`src/rtl/fabric_seq_pkg.sv`:
```
// Shared types and helpers for the fabric instruction sequencer.
package fabric_seq_pkg;

  typedef enum logic [2:0] {
    ST_IDLE = 3'd0,
    ST_LOAD = 3'd1,
    ST_CALL = 3'd2,
    ST_WAIT = 3'd3,
    ST_DONE = 3'd4
  } fabric_seq_state_t;

  // Row-select width; a single-row fabric still carries a 1-bit row field.
  function automatic int unsigned rw_width(input int unsigned rows);
    if (rows > 1) return $unsigned($clog2(rows));
    return 1;
  endfunction

endpackage

```
`src/rtl/fabric_seq_fifo.sv`:
```
// Synchronous single-clock FIFO with full/empty flags and occupancy count.
module fabric_seq_fifo #(
  parameter int unsigned WIDTH = 8,
  parameter int unsigned DEPTH = 8
) (
  input  logic                     clk,
  input  logic                     rst,
  input  logic                     push,
  input  logic [WIDTH-1:0]         wdata,
  input  logic                     pop,
  output logic [WIDTH-1:0]         rdata,
  output logic                     full,
  output logic                     empty,
  output logic [$clog2(DEPTH):0]   count
);

  localparam int unsigned AW = $clog2(DEPTH);

  logic [WIDTH-1:0] mem [DEPTH];
  logic [AW-1:0]    wr_ptr;
  logic [AW-1:0]    rd_ptr;
  logic             do_push;
  logic             do_pop;

  assign full    = (count == (AW + 1)'(DEPTH));
  assign empty   = (count == '0);
  assign do_push = push && !full;
  assign do_pop  = pop && !empty;
  assign rdata   = mem[rd_ptr];

  // Storage carries no reset; validity is tracked by the pointers.
  always_ff @(posedge clk) begin
    if (do_push) mem[wr_ptr] <= wdata;
  end

  always_ff @(posedge clk) begin
    if (rst) begin
      wr_ptr <= '0;
      rd_ptr <= '0;
      count  <= '0;
    end else begin
      if (do_push) wr_ptr <= wr_ptr + AW'(1);
      if (do_pop)  rd_ptr <= rd_ptr + AW'(1);
      case ({do_push, do_pop})
        2'b10:   count <= count + (AW + 1)'(1);
        2'b01:   count <= count - (AW + 1)'(1);
        default: count <= count;
      endcase
    end
  end

endmodule

```
`src/rtl/fabric_sequencer.sv`:
```
// Buffers instructions, streams them to fabric rows, then calls rows and waits for returns.
// Optional WAIT timeout enabled by defining FABRIC_SEQ_TIMEOUT_EN.
module fabric_sequencer
  import fabric_seq_pkg::*;
#(
  parameter int unsigned ROWS             = 1,
  parameter int unsigned INSTR_DATA_WIDTH = 27,
  parameter int unsigned INSTR_ADDR_WIDTH = 4,
  parameter int unsigned INSTR_HOPS_WIDTH = 4,
  parameter int unsigned FIFO_DEPTH       = 8,
  parameter int unsigned TIMEOUT_CYCLES   = 65535
) (
  input  logic                                     clk,
  input  logic                                     rst,
  input  logic                                     s_valid,
  output logic                                     s_ready,
  input  logic [rw_width(ROWS)-1:0]                s_row,
  input  logic [INSTR_DATA_WIDTH-1:0]              s_data,
  input  logic [INSTR_ADDR_WIDTH-1:0]              s_addr,
  input  logic [INSTR_HOPS_WIDTH-1:0]              s_hops,
  input  logic                                     start,
  input  logic [ROWS-1:0]                          start_mask,
  output logic [ROWS-1:0]                          instr_en_out,
  output logic [ROWS-1:0][INSTR_DATA_WIDTH-1:0]    instr_data_out,
  output logic [ROWS-1:0][INSTR_ADDR_WIDTH-1:0]    instr_addr_out,
  output logic [ROWS-1:0][INSTR_HOPS_WIDTH-1:0]    instr_hops_out,
  output logic [ROWS-1:0]                          call,
  input  logic [ROWS-1:0]                          ret,
  output logic                                     busy,
  output logic                                     done,
  output logic                                     timeout_err
);

  localparam int unsigned RW = rw_width(ROWS);
  localparam int unsigned EW = RW + INSTR_DATA_WIDTH + INSTR_ADDR_WIDTH + INSTR_HOPS_WIDTH;

  if (ROWS == 0 || FIFO_DEPTH < 2 || (FIFO_DEPTH & (FIFO_DEPTH - 1)) != 0 ||
      TIMEOUT_CYCLES == 0) begin : g_param_check
    $error("fabric_sequencer: illegal parameter set");
  end

  fabric_seq_state_t             state;
  logic [ROWS-1:0]               mask;
  logic [ROWS-1:0]               pending;
  logic [ROWS-1:0]               pending_clr;
  logic                          fifo_full;
  logic                          fifo_empty;
  logic                          fifo_pop;
  logic [$clog2(FIFO_DEPTH):0]   fifo_count;
  logic [EW-1:0]                 fifo_rdata;
  logic [RW-1:0]                 pop_row;
  logic [INSTR_DATA_WIDTH-1:0]   pop_data;
  logic [INSTR_ADDR_WIDTH-1:0]   pop_addr;
  logic [INSTR_HOPS_WIDTH-1:0]   pop_hops;
  logic                          pop_row_ok;

  fabric_seq_fifo #(
    .WIDTH (EW),
    .DEPTH (FIFO_DEPTH)
  ) u_fifo (
    .clk   (clk),
    .rst   (rst),
    .push  (s_valid),
    .wdata ({s_row, s_data, s_addr, s_hops}),
    .pop   (fifo_pop),
    .rdata (fifo_rdata),
    .full  (fifo_full),
    .empty (fifo_empty),
    .count (fifo_count)
  );

  assign s_ready     = !fifo_full && !rst;
  assign fifo_pop    = (state == ST_LOAD) && !fifo_empty;
  assign {pop_row, pop_data, pop_addr, pop_hops} = fifo_rdata;
  assign pop_row_ok  = (32'(pop_row) < ROWS);
  assign pending_clr = pending & ~ret;
  assign busy        = (state != ST_IDLE);

`ifdef FABRIC_SEQ_TIMEOUT_EN
  localparam int unsigned TW = $clog2(TIMEOUT_CYCLES + 1);
  logic [TW-1:0] wait_cnt;
  logic          timeout_hit;
  assign timeout_hit = (wait_cnt == TW'(TIMEOUT_CYCLES - 1));
`else
  assign timeout_err = 1'b0;
`endif

  always_ff @(posedge clk) begin
    if (rst) begin
      state          <= ST_IDLE;
      mask           <= '0;
      pending        <= '0;
      instr_en_out   <= '0;
      instr_data_out <= '0;
      instr_addr_out <= '0;
      instr_hops_out <= '0;
      call           <= '0;
      done           <= 1'b0;
`ifdef FABRIC_SEQ_TIMEOUT_EN
      wait_cnt       <= '0;
      timeout_err    <= 1'b0;
`endif
    end else begin
      instr_en_out   <= '0;
      instr_data_out <= '0;
      instr_addr_out <= '0;
      instr_hops_out <= '0;
      call           <= '0;
      done           <= 1'b0;

      // Out-of-range rows are popped and silently dropped.
      if (fifo_pop && pop_row_ok) begin
        for (int r = 0; r < int'(ROWS); r++) begin
          if (pop_row == RW'(r)) begin
            instr_en_out[r]   <= 1'b1;
            instr_data_out[r] <= pop_data;
            instr_addr_out[r] <= pop_addr;
            instr_hops_out[r] <= pop_hops;
          end
        end
      end

      case (state)
        ST_IDLE: begin
          if (start) begin
            state <= ST_LOAD;
            mask  <= start_mask;
`ifdef FABRIC_SEQ_TIMEOUT_EN
            timeout_err <= 1'b0;
`endif
          end
        end
        ST_LOAD: begin
          if (fifo_count == '0) begin
            state   <= ST_CALL;
            call    <= mask;
            pending <= mask;
          end
        end
        ST_CALL: begin
          state   <= ST_WAIT;
          pending <= pending_clr;
`ifdef FABRIC_SEQ_TIMEOUT_EN
          wait_cnt <= '0;
`endif
        end
        ST_WAIT: begin
          pending <= pending_clr;
          if (pending_clr == '0) begin
            state <= ST_DONE;
            done  <= 1'b1;
          end
`ifdef FABRIC_SEQ_TIMEOUT_EN
          else if (timeout_hit) begin
            state       <= ST_DONE;
            done        <= 1'b1;
            timeout_err <= 1'b1;
          end else begin
            wait_cnt <= wait_cnt + TW'(1);
          end
`endif
        end
        ST_DONE: state <= ST_IDLE;
        default: state <= ST_IDLE;
      endcase
    end
  end

endmodule

```
`config.mk`:
```
export PLATFORM = sky130hd
export DESIGN_NAME = fabric_sequencer
export DESIGN_NICKNAME = d
export VERILOG_FILES = /design/src/rtl/fabric_seq_pkg.sv /design/src/rtl/fabric_seq_fifo.sv /design/src/rtl/fabric_sequencer.sv
export SDC_FILE = /design/constraint.sdc
export NUM_CORES = 1
export LEC_CHECK = 0
export CAP_MARGIN = 20
export CORE_MARGIN = 10
export CORE_UTILIZATION = 40
export DETAILED_ROUTE_END_ITERATION = 8
export DONT_BUFFER_PORTS = 1
export GPL_TIMING_DRIVEN = 1
export SLEW_MARGIN = 10
export SYNTH_ARGS = -nofsm -noshare
export SYNTH_HDL_FRONTEND = slang
export SYNTH_SLANG_ARGS = --single-unit
export TNS_END_PERCENT = 10
```
`constraint.sdc`:
```
create_clock -name clk -period 9.38 [get_ports clk]
set_input_delay 0.938 -clock clk [delete_from_list [all_inputs] [get_ports clk]]
set_output_delay 0.938 -clock clk [all_outputs]
set_load 0.005 [all_outputs]
```
Word level (Yosys, flattened, before mapping):

Memory sizes are Yosys's and may differ from the RTL's. A register that Yosys moved wholly into a read port is not among the register bits.
Cells that the tools add are included.

* add/subtract/negate cells: 4
* multipliers: 0
* div/mod/pow operators: 0
* magnitude comparators: 1
* equality and inequality tests: 9
* shift operators: 0
* multiplexer cells: 13
* bitwise gates (word level): 6
* reductions and logical operators: 21

Operator list (count)
* 3-bit two-way mux: 5
* 3-bit case mux with 4 select lines: 1
* 4-bit case mux with 2 select lines: 1
* 3-bit by 1-bit adder with 3-bit output, second input constant: 2
* 3-bit by 2-bit equality test with 1-bit output, second input constant: 2
* 2-bit OR reduction: 3
* 3-bit OR reduction: 2
* 1-bit logical AND: 5
* 1-bit two-way mux: 5
* 1-bit NOT: 5
* 4-bit by 1-bit adder with 4-bit output, second input constant: 1
* 4-bit equality test, second input constant: 1
* 4-bit zero test: 1
* 2-bit != test, second input constant: 2
* 2-bit AND reduction: 2
* 2-bit nonzero test: 2
* 4-bit by 1-bit subtractor with 4-bit output, second input constant: 1
* 3-bit by 1-bit equality test with 1-bit output, second input constant: 1
* 1-bit zero test: 3
* 3-bit zero test: 1
* 3-bit AND reduction: 1
* 3-bit nonzero test: 1
* 2-bit by 1-bit equality test with 1-bit output, second input constant: 1
* 2-bit equality test, second input constant: 1
* 4 further kinds: 4

* register bits: 53
* bits in latches: 0
* RAM bits: 288
* ROM bits: 0
* output and inout bits: 41
* memories kept: 1

Memories
* u_fifo.mem: words 8, width 36, rd ports 1, clocked after memory_dff 1, write ports 1, RTL line fabric_seq_fifo.sv:19 `logic [WIDTH-1:0] mem [DEPTH];`

Logic depth before layout (Yosys ltp):

Gate-level depths: netlist of the first run.

* word-level depth: 6
* depth in mapped cells: 11
* depth with buffers taken out: 9

Cells and area by module:

A second synthesis of the first run with hierarchy kept.

* cell total of the unflattened synthesis: 603
* area, all modules: 13075.0 um^2

By module, submodules not included
* fabric_seq_fifo: times used 1, cells an instance 491, area each 11736.3 um^2
* fabric_sequencer: times used 1, cells an instance 112, area each 1338.8 um^2

Least setup slack after synthesis of the first run:

OpenSTA, ideal clock, no wires.

* path kind: input-to-reg
* start: input s_valid
* end: memory u_fifo.mem[0][0] (netlist bit) (enable)
* arrival time: 4486 ps
* slack: 4375 ps
* stages: 2
* path buffers: 0
* path through: nand2_2 -> nor4_1

* word-level cells in the longest chain between the ends: 3

Ends and longest elaborated chain
* from (decl): RTL line fabric_sequencer.sv:15 `input logic s_valid,`
* 1-bit logical AND: RTL line fabric_seq_fifo.sv:27 `assign do_push = push && !full;`
* 1-bit two-way mux: RTL line fabric_seq_fifo.sv:33 `if (do_push) mem[wr_ptr] <= wdata;`
* 1-bit two-way mux (implied by the code): RTL line fabric_seq_fifo.sv:33
* to (decl): RTL line fabric_seq_fifo.sv:19

Every way passes these cells.

Worst setup path after layout of the first run:

* start: register u_fifo.count[1]
* end: register u_fifo.count[2]

* word-level cells in the longest chain between the ends: 6

Ends and longest elaborated chain
* from (decl): RTL line fabric_seq_fifo.sv:14 `output logic [$clog2(DEPTH):0] count`
* from (signal assigned): RTL line fabric_seq_fifo.sv:45 `2'b10: count <= count + (AW + 1)'(1);`
* from (signal assigned): RTL line fabric_seq_fifo.sv:46 `2'b01: count <= count - (AW + 1)'(1);`
* from (signal assigned): RTL line fabric_seq_fifo.sv:47 `default: count <= count;`
* 4-bit zero test: RTL line fabric_seq_fifo.sv:26 `assign empty = (count == '0);`
* 1-bit zero test: RTL line fabric_seq_fifo.sv:28, fabric_sequencer.sv:73
* 1-bit logical AND: RTL line fabric_sequencer.sv:73 `assign fifo_pop = (state == ST_LOAD) && !fifo_empty;`
* 1-bit logical AND: RTL line fabric_seq_fifo.sv:28 `assign do_pop = pop && !empty;`
* 2-bit by 1-bit equality test with 1-bit output / 2-bit equality test (equally long branches): RTL line fabric_seq_fifo.sv:44 `case ({do_push, do_pop})`
* 4-bit case mux with 2 select lines / 2-bit nonzero test (equally long branches)

Several ways; a longest one is shown, not always the timed one.
A chain may end at the register's enable or synchronous reset.

==> metrics, run 1 <==
total power 3.67 mW; first-pass GRT wire length around 38000 um; largest net degree at the start of global routing 73; DRT iter0 DRCs around 400; Layout Nets between 600 and 700; worst-skew pair later-pin latency ~0.5 ns; number of distinct library cells after synthesis 39; dpl cells 986; top_reg_cell synth edfxtp_1; Synth Instances roughly 600; Post-Route Skew roughly 0.022 ns; routed via count 5588; crit path capture u_fifo.count[2]; synth-to-layout area growth 14.0%; area of the mapped netlist roughly 0.013 mm^2; post_cts resized 0; Final Hold Fails 0; CTS H-tree depth 2; post-route ant nets 0; critical path required time 9.82 ns; arrival time at the worst endpoint around 3.2 ns; sequential area share after synthesis between 70% and 80%; Setup CP Type reg2reg; asr flop ratio synth 0%; DRC viols 0; actual slew at the worst max-slew pin approximately 0.78 ns; die area 0.0390 mm^2; reg-to-reg critical path startpoint u_fifo.count[1]; placed cell area between 0.01 and 0.015 mm^2; pwr/cell area approximately 260 mW/mm^2; PortBufs 0; Reg clk slew, reported paths 0.06 ns; Crit. End Element flop; total grt overflow 0; worst r2r path cells 9; Pre-antenna DRT Iters 4; CTS tree done; Synth area leaders edfxtp_1 (69%), mux4_2 (13%), dfxtp_1 (8.9%); n_diodes 0; Setup violations, final 0; drt total wl approximately 24000 um; core area approximately 0.03 mm^2; outcome complete, no violations; Yosys Warn Count 0; Final Cycle Share 28.9%; GRT Util Overall about 13%; VDD IR max between 0.0001 and 0.00015 V; setup bufs post-CTS 0; Yosys reg bits ~340; leakage between 4 and 5 nW; number of top-level pins 83; CP peak stage delay between 0.6 and 0.7 ns; Post-Layout Cell Count roughly 1.1k; # rows 64; Fin Setup TNS 0 ns; post-route cell area ~0.014 mm^2; EDFF count, synth roughly 290; cell with the most instances after synthesis edfxtp_1; Layout fillers 2522; Crit-path slowest cell or4b_1; worst-path maximum fanout 8; Setup crit start u_fifo.count[1]; Die Ht approximately 200 um; post-synth top area cell edfxtp_1; hold crit path type reg2reg; worst flop-to-flop path endpoint u_fifo.count[2]; Initial Utilization roughly 41%; Hold-fix buffers, CTS 0; DPL Wire Length between 10000 and 15000 um; clock tree sinks between 300 and 400; RSZ-0062 raised after global routing false; average routed wire per standard cell 23.2 um; f_max ~0.37 GHz; vias per cell between 5 and 6; syn_nets between 600 and 700; Slew HR between 40% and 50%; min cycle time layout around 2.7 ns; layout cell share with drive strength beyond 1 about a quarter; chip width just under 200 um; nature of the critical path startpoint flop; Max clock buf depth 3; Slew Limit Fails 0; Root Buffer clkbuf_16; syn_area_per_cell 20.9 um^2; total CTS buffers 37; vias in the first global route 6163; CP Cell Sequence or4b_1 -> nand2_2 -> ha_1 -> xor2_1 -> ha_1 -> a21oi_1 -> xor2_1 -> or3_1 -> a21oi_1; Reg2Reg Setup Slack around 6.7 ns; initial antenna violation count 0; top cells by count, synth edfxtp_1 (288), mux4_2 (72), dfxtp_1 (56); RePlAce Congestion ~0.7; post-synth top area share roughly 70%; Max Cap Viol 0
-- per-layer routing --
| metal | vias up | track usage, % | wire, um |
|---|---|---|---|
| met4 | 0 | 3.50 | 424 |
| met2 | 128 | 22.2 | 12700 |
| met1 | 2953 | 15.2 | 9930 |
| met3 | 38 | 3.36 | 1450 |
| met5 | - | 0 | 0 |
| li1 | 2469 | - | - |
-- power by group --
| part | leakage (nW) | total (mW) | switching, mW | internal [mW] |
|---|---|---|---|---|
| Combinational | 0.794 | 0.410 | 0.186 | 0.224 |
| Clock | 0.598 | 1.44 | 0.555 | 0.889 |
| Sequential | 3.07 | 1.81 | 0.0767 | 1.74 |
-- cell usage in the layout, fill, tap and decap left out, types with 2 or more instances in the layout --
master / n
nor2_4: 3
nor4_2: 2
nand2_1: 9
nand3b_1: 2
nand2b_1: 4
mux4_2: 72
nor2b_1: 2
edfxtp_1: 288
buf_4: 15
xnor2_1: 2
clkbuf_1: 9
xor2_1: 5
dfxtp_1: 53
mux2i_1: 37
clkinv_2: 6
nor3_2: 5
a21oi_1: 6
nor2_1: 50
bufinv_16: 5
nand3_1: 6
o21ai_0: 3
nor4b_1: 2
clkinv_1: 7
dfxtp_4: 2
ha_1: 5
clkbuf_16: 38
-- kinds of logic (layout without fill, tap and decap cells) --
kind of cell,Yosys count,in the layout,synth area share (%)
buffers and inverters,31,85,1.27
flip-flops,344,344,77.5
AO/OA/AOI/OAI,13,13,0.606
XOR/XNOR,7,7,0.486
adder cells (fa/ha/maj),5,5,0.496
AND/OR/NAND/NOR,92,92,3.53
other,1,1,0.0298
multiplexers,111,111,16.1
-- critical path, delay by kind of cell (launching register included) --
kind / cells / cell delay [ns]
compound gates: 2 / 0.33
fa+ha+maj: 2 / 0.49
simple gates: 3 / 1.21
xor+xnor: 2 / 0.22
flops: 1 / 0.38
-- flip-flops by register name, indices dropped and copies added, names as in the netlist, named ones only --
| register | cells |
|---|---|
| pending | 1 |
| u_fifo.rd_ptr | 3 |
| mask | 1 |
| u_fifo.count | 4 |
| instr_addr_out | 4 |
| u_fifo.mem | 288 |
| done | 1 |
| instr_hops_out | 4 |
| u_fifo.wr_ptr | 3 |
| call | 1 |
| instr_data_out | 27 |
| state | 3 |
| instr_en_out | 1 |
-- layout make-up --
| cell class | instances | area, um^2 | area share (%) |
|---|---|---|---|
| multi-input combinational | 229 | 2720 | 19.0 |
| timing repair buffer | 16 | 140 | 0.975 |
| tap | 396 | 495 | 3.45 |
| sequential | 344 | 9780 | 68.1 |
| clock buffer | 48 | 998 | 6.95 |
| inverter | 2 | 7.51 | 0.0523 |
| clock inverter | 19 | 223 | 1.55 |
-- per-stage QoR --
stage | setup WS (ns) | utilization [%] | hold slack, ns
floorplan | 4.38 | - | 0.423
global placement | 6.57 | 42.5 | 0.456
detailed placement | 6.51 | 42.5 | 0.477
CTS | 6.50 | 46.5 | 0.479
global route | 6.48 | 46.6 | 0.482
finish | 6.67 | 46.6 | 0.491
-- how the worst min path moves through the flow --
stage	startpoint	to	slack, ns	depth (start not counted)
5_1_grt	rst	flop	0.48	1
4_1_cts	rst	mask	0.48	1
6_report	mask	mask	0.49	2
3_5_place_dp	mask	mask	0.48	2
2_1_floorplan	mask	call	0.42	2
3_3_place_gp	mask	call	0.46	2
Note: power is estimated with default switching activity, not from simulation.
==> inputs of run 2 (changes only) <==
Clock period 9.38 ns to 2.72 ns, I/O delays scaled along.
==> metrics, run 2 (synthesis results as in run 1) <==
largest net degree at the start of global routing 43 (was 73); GRT Util Overall 12.9% (was 12.7%); largest registers u_fifo.mem x288, instr_data_out x27 (unchanged); critical path required time 3.15 ns (was 9.82 ns); die area 0.0390 mm^2 (unchanged); first-pass GRT wire length 38400 um (was 37700 um); worst-skew pair later-pin latency 0.51 ns (about the same); worst r2r path cells 9 (unchanged); CTS tree done (unchanged); Worst Hold Endpoint call (was mask); DPL Wire Length 13600 um (was 14000 um); Root Buffer clkbuf_16 (unchanged); Layout Nets 718 (was 677); reg-to-reg critical path startpoint u_fifo.count[1] (unchanged); Setup CP Type reg2reg (unchanged); post-route ant nets 0 (unchanged); Final Hold Fails 0 (unchanged); commonest non-fill, non-tap cell in the layout edfxtp_1 (unchanged); vias in the first global route 6423 (was 6163); Slew Limit Fails 0 (unchanged); hold crit path type in2reg (was reg2reg); initial antenna violation count 2 (was 0); Crit path depth 9 (unchanged); commonest non-fill, non-tap cells in the layout edfxtp_1 (288), mux4_2 (72), dfxtp_1 (53) (unchanged); DRC viols 0 (unchanged); Slew HR 42.4% (was 47.8%); leakage 4.61 nW (was 4.46 nW); actual slew at the worst max-slew pin 0.864 ns (was 0.783 ns); CTS H-tree depth 2 (unchanged); average routed wire per standard cell 22.8 um (was 23.2 um); number of top-level pins 83 (unchanged); Pre-antenna DRT Iters 4 (unchanged); critical path's top delay family simple AND/OR/NAND/NOR gates (unchanged); synth-to-layout area growth 17.6% (was 14.0%); Crit-path slowest cell or4b_4 (was or4b_1); Crit. End Element flop (unchanged); max reg flops 288 (unchanged); drt total wl 25000 um (was 24500 um); min cycle time layout 2.51 ns (was 2.71 ns); Finished Core Util 48.1% (was 46.6%); Post-Route Skew 0.0124 ns (was 0.0217 ns); Largest Register u_fifo.mem (unchanged); outcome complete, no violations (unchanged); f_max 0.399 GHz (was 0.369 GHz); VDD IR max 0.000434 V (was 0.000144 V); HP Start rst (was mask); Die Ht 198 um (unchanged); hold path cells 3 (was 2); PortBufs 0 (unchanged); nature of the critical path startpoint flop (unchanged); Buf/Inv on CP 0 (unchanged); RSZ-0062 raised after global routing false (unchanged); DRT iter0 DRCs 338 (was 401); total CTS buffers 35 (was 37); Reg2Reg Setup Slack 0.21 ns (was 6.67 ns); total grt overflow 0 (unchanged); dpl cells 988 (was 986); vias per cell 5.24 (was 5.30); clock tree sinks 344 (unchanged); # rows 64 (unchanged); arrival time at the worst endpoint 2.93 ns (was 3.15 ns); Setup violations, final 0 (unchanged); Max Cap Viol 0 (unchanged); pwr/cell area 849 mW/mm^2 (was 255 mW/mm^2); Reg clk slew, reported paths 0.06 ns (about the same); setup bufs post-CTS 0 (unchanged); routed via count 5738 (was 5588); Initial Utilization 40.9% (unchanged); layout cell share with drive strength beyond 1 23.1% (was 23.9%); chip width 198 um (unchanged); Final Cycle Share 92.2% (was 28.9%); worst-path maximum fanout 8 (unchanged); worst flop-to-flop path endpoint u_fifo.count[2] (unchanged); CP peak stage delay 0.59 ns (was 0.65 ns); RePlAce Congestion 0.727 (was 0.711); CP Cell Sequence or4b_4 -> nand2_2 -> ha_1 -> xor2_1 -> ha_1 -> a21oi_1 -> xor2_1 -> or3_1 -> a21oi_1 (was or4b_1 -> nand2_2 -> ha_1 -> xor2_1 -> ha_1 -> a21oi_1 -> xor2_1 -> or3_1 -> a21oi_1); Post-Layout Cell Count 1096 (was 1054); Max clock buf depth 3 (unchanged); core area 0.0308 mm^2 (unchanged)
==> run 2: cell type report <==
type                            count  area, um^2
Timing Repair Buffer               59         598
Tap cell                          396         495
Clock buffer                       45         953
Multi-Input combinational cell    229        2770
Sequential cell                   344        9780
Fill cell                        2445       16000
Clock inverter                     19         204
Inverter                            2        7.51
Antenna cell                        2        5.00
==> run 2: how the worst max path moves through the flow <==
| stage | from | endpoint |
|---|---|---|
| 6_report | u_fifo.count[1] | u_fifo.count[2] |
| 5_1_grt | u_fifo.count[1] | u_fifo.count[3] |
| 4_1_cts | u_fifo.count[1] | u_fifo.count[2] |
| 3_5_place_dp | u_fifo.count[1] | u_fifo.count[3] |
| 3_3_place_gp | u_fifo.count[1] | u_fifo.count[3] |
| 2_1_floorplan | u_fifo.count[1] | u_fifo.mem[7][0] |
==> run 2: worst reg2reg max path, cell delays in order, from the launching register on <==
cell     delay (ns)
dfxtp_1        0.39
or4b_4         0.59
nand2_2        0.10
ha_1           0.27
xor2_1         0.21
ha_1           0.18
a21oi_1        0.06
xor2_1         0.17
or3_1          0.33
a21oi_1        0.14
==> run 2: repair_timing <==
item	CTS	global route
endpoints found under the setup margin	0	1
gates resized for setup	0	3
hold endpoints to repair	304	0
hold buffers	42	0
==> run 2: stage by stage <==
step	TNS (ns)	setup WS (ns)	hold slack, ns	total power [mW]	cell area (um^2)
final	0	0.213	0.0283	12.6	14800
after global placement	0	0.286	0.345	7.81	13200
after floorplan	-55.99	-0.284	0.341	7.51	12600
after global routing	0	0.0310	0.0296	13.1	14800
after CTS	0	0.162	0.0105	12.7	14800
after detailed placement	0	0.183	0.344	7.88	13200
==> run 2: report_power, final <==
group | total, mW | switching [mW] | leakage, nW | internal [mW]
logic | 1.71 | 0.842 | 0.975 | 0.864
clock network | 4.74 | 1.87 | 0.565 | 2.87
registers | 6.13 | 0.150 | 3.07 | 5.98
total | 12.6 | 2.87 | 4.61 | 9.72
==> run 2: metal layers <==
metal	part of all wire (%)	vias up	global-route usage (%)
met5	0	-	0
met1	40	2973	15.6
met3	6.1	40	2.47
li1	-	2563	-
met2	52	162	22.8
met4	2.0	0	4.10
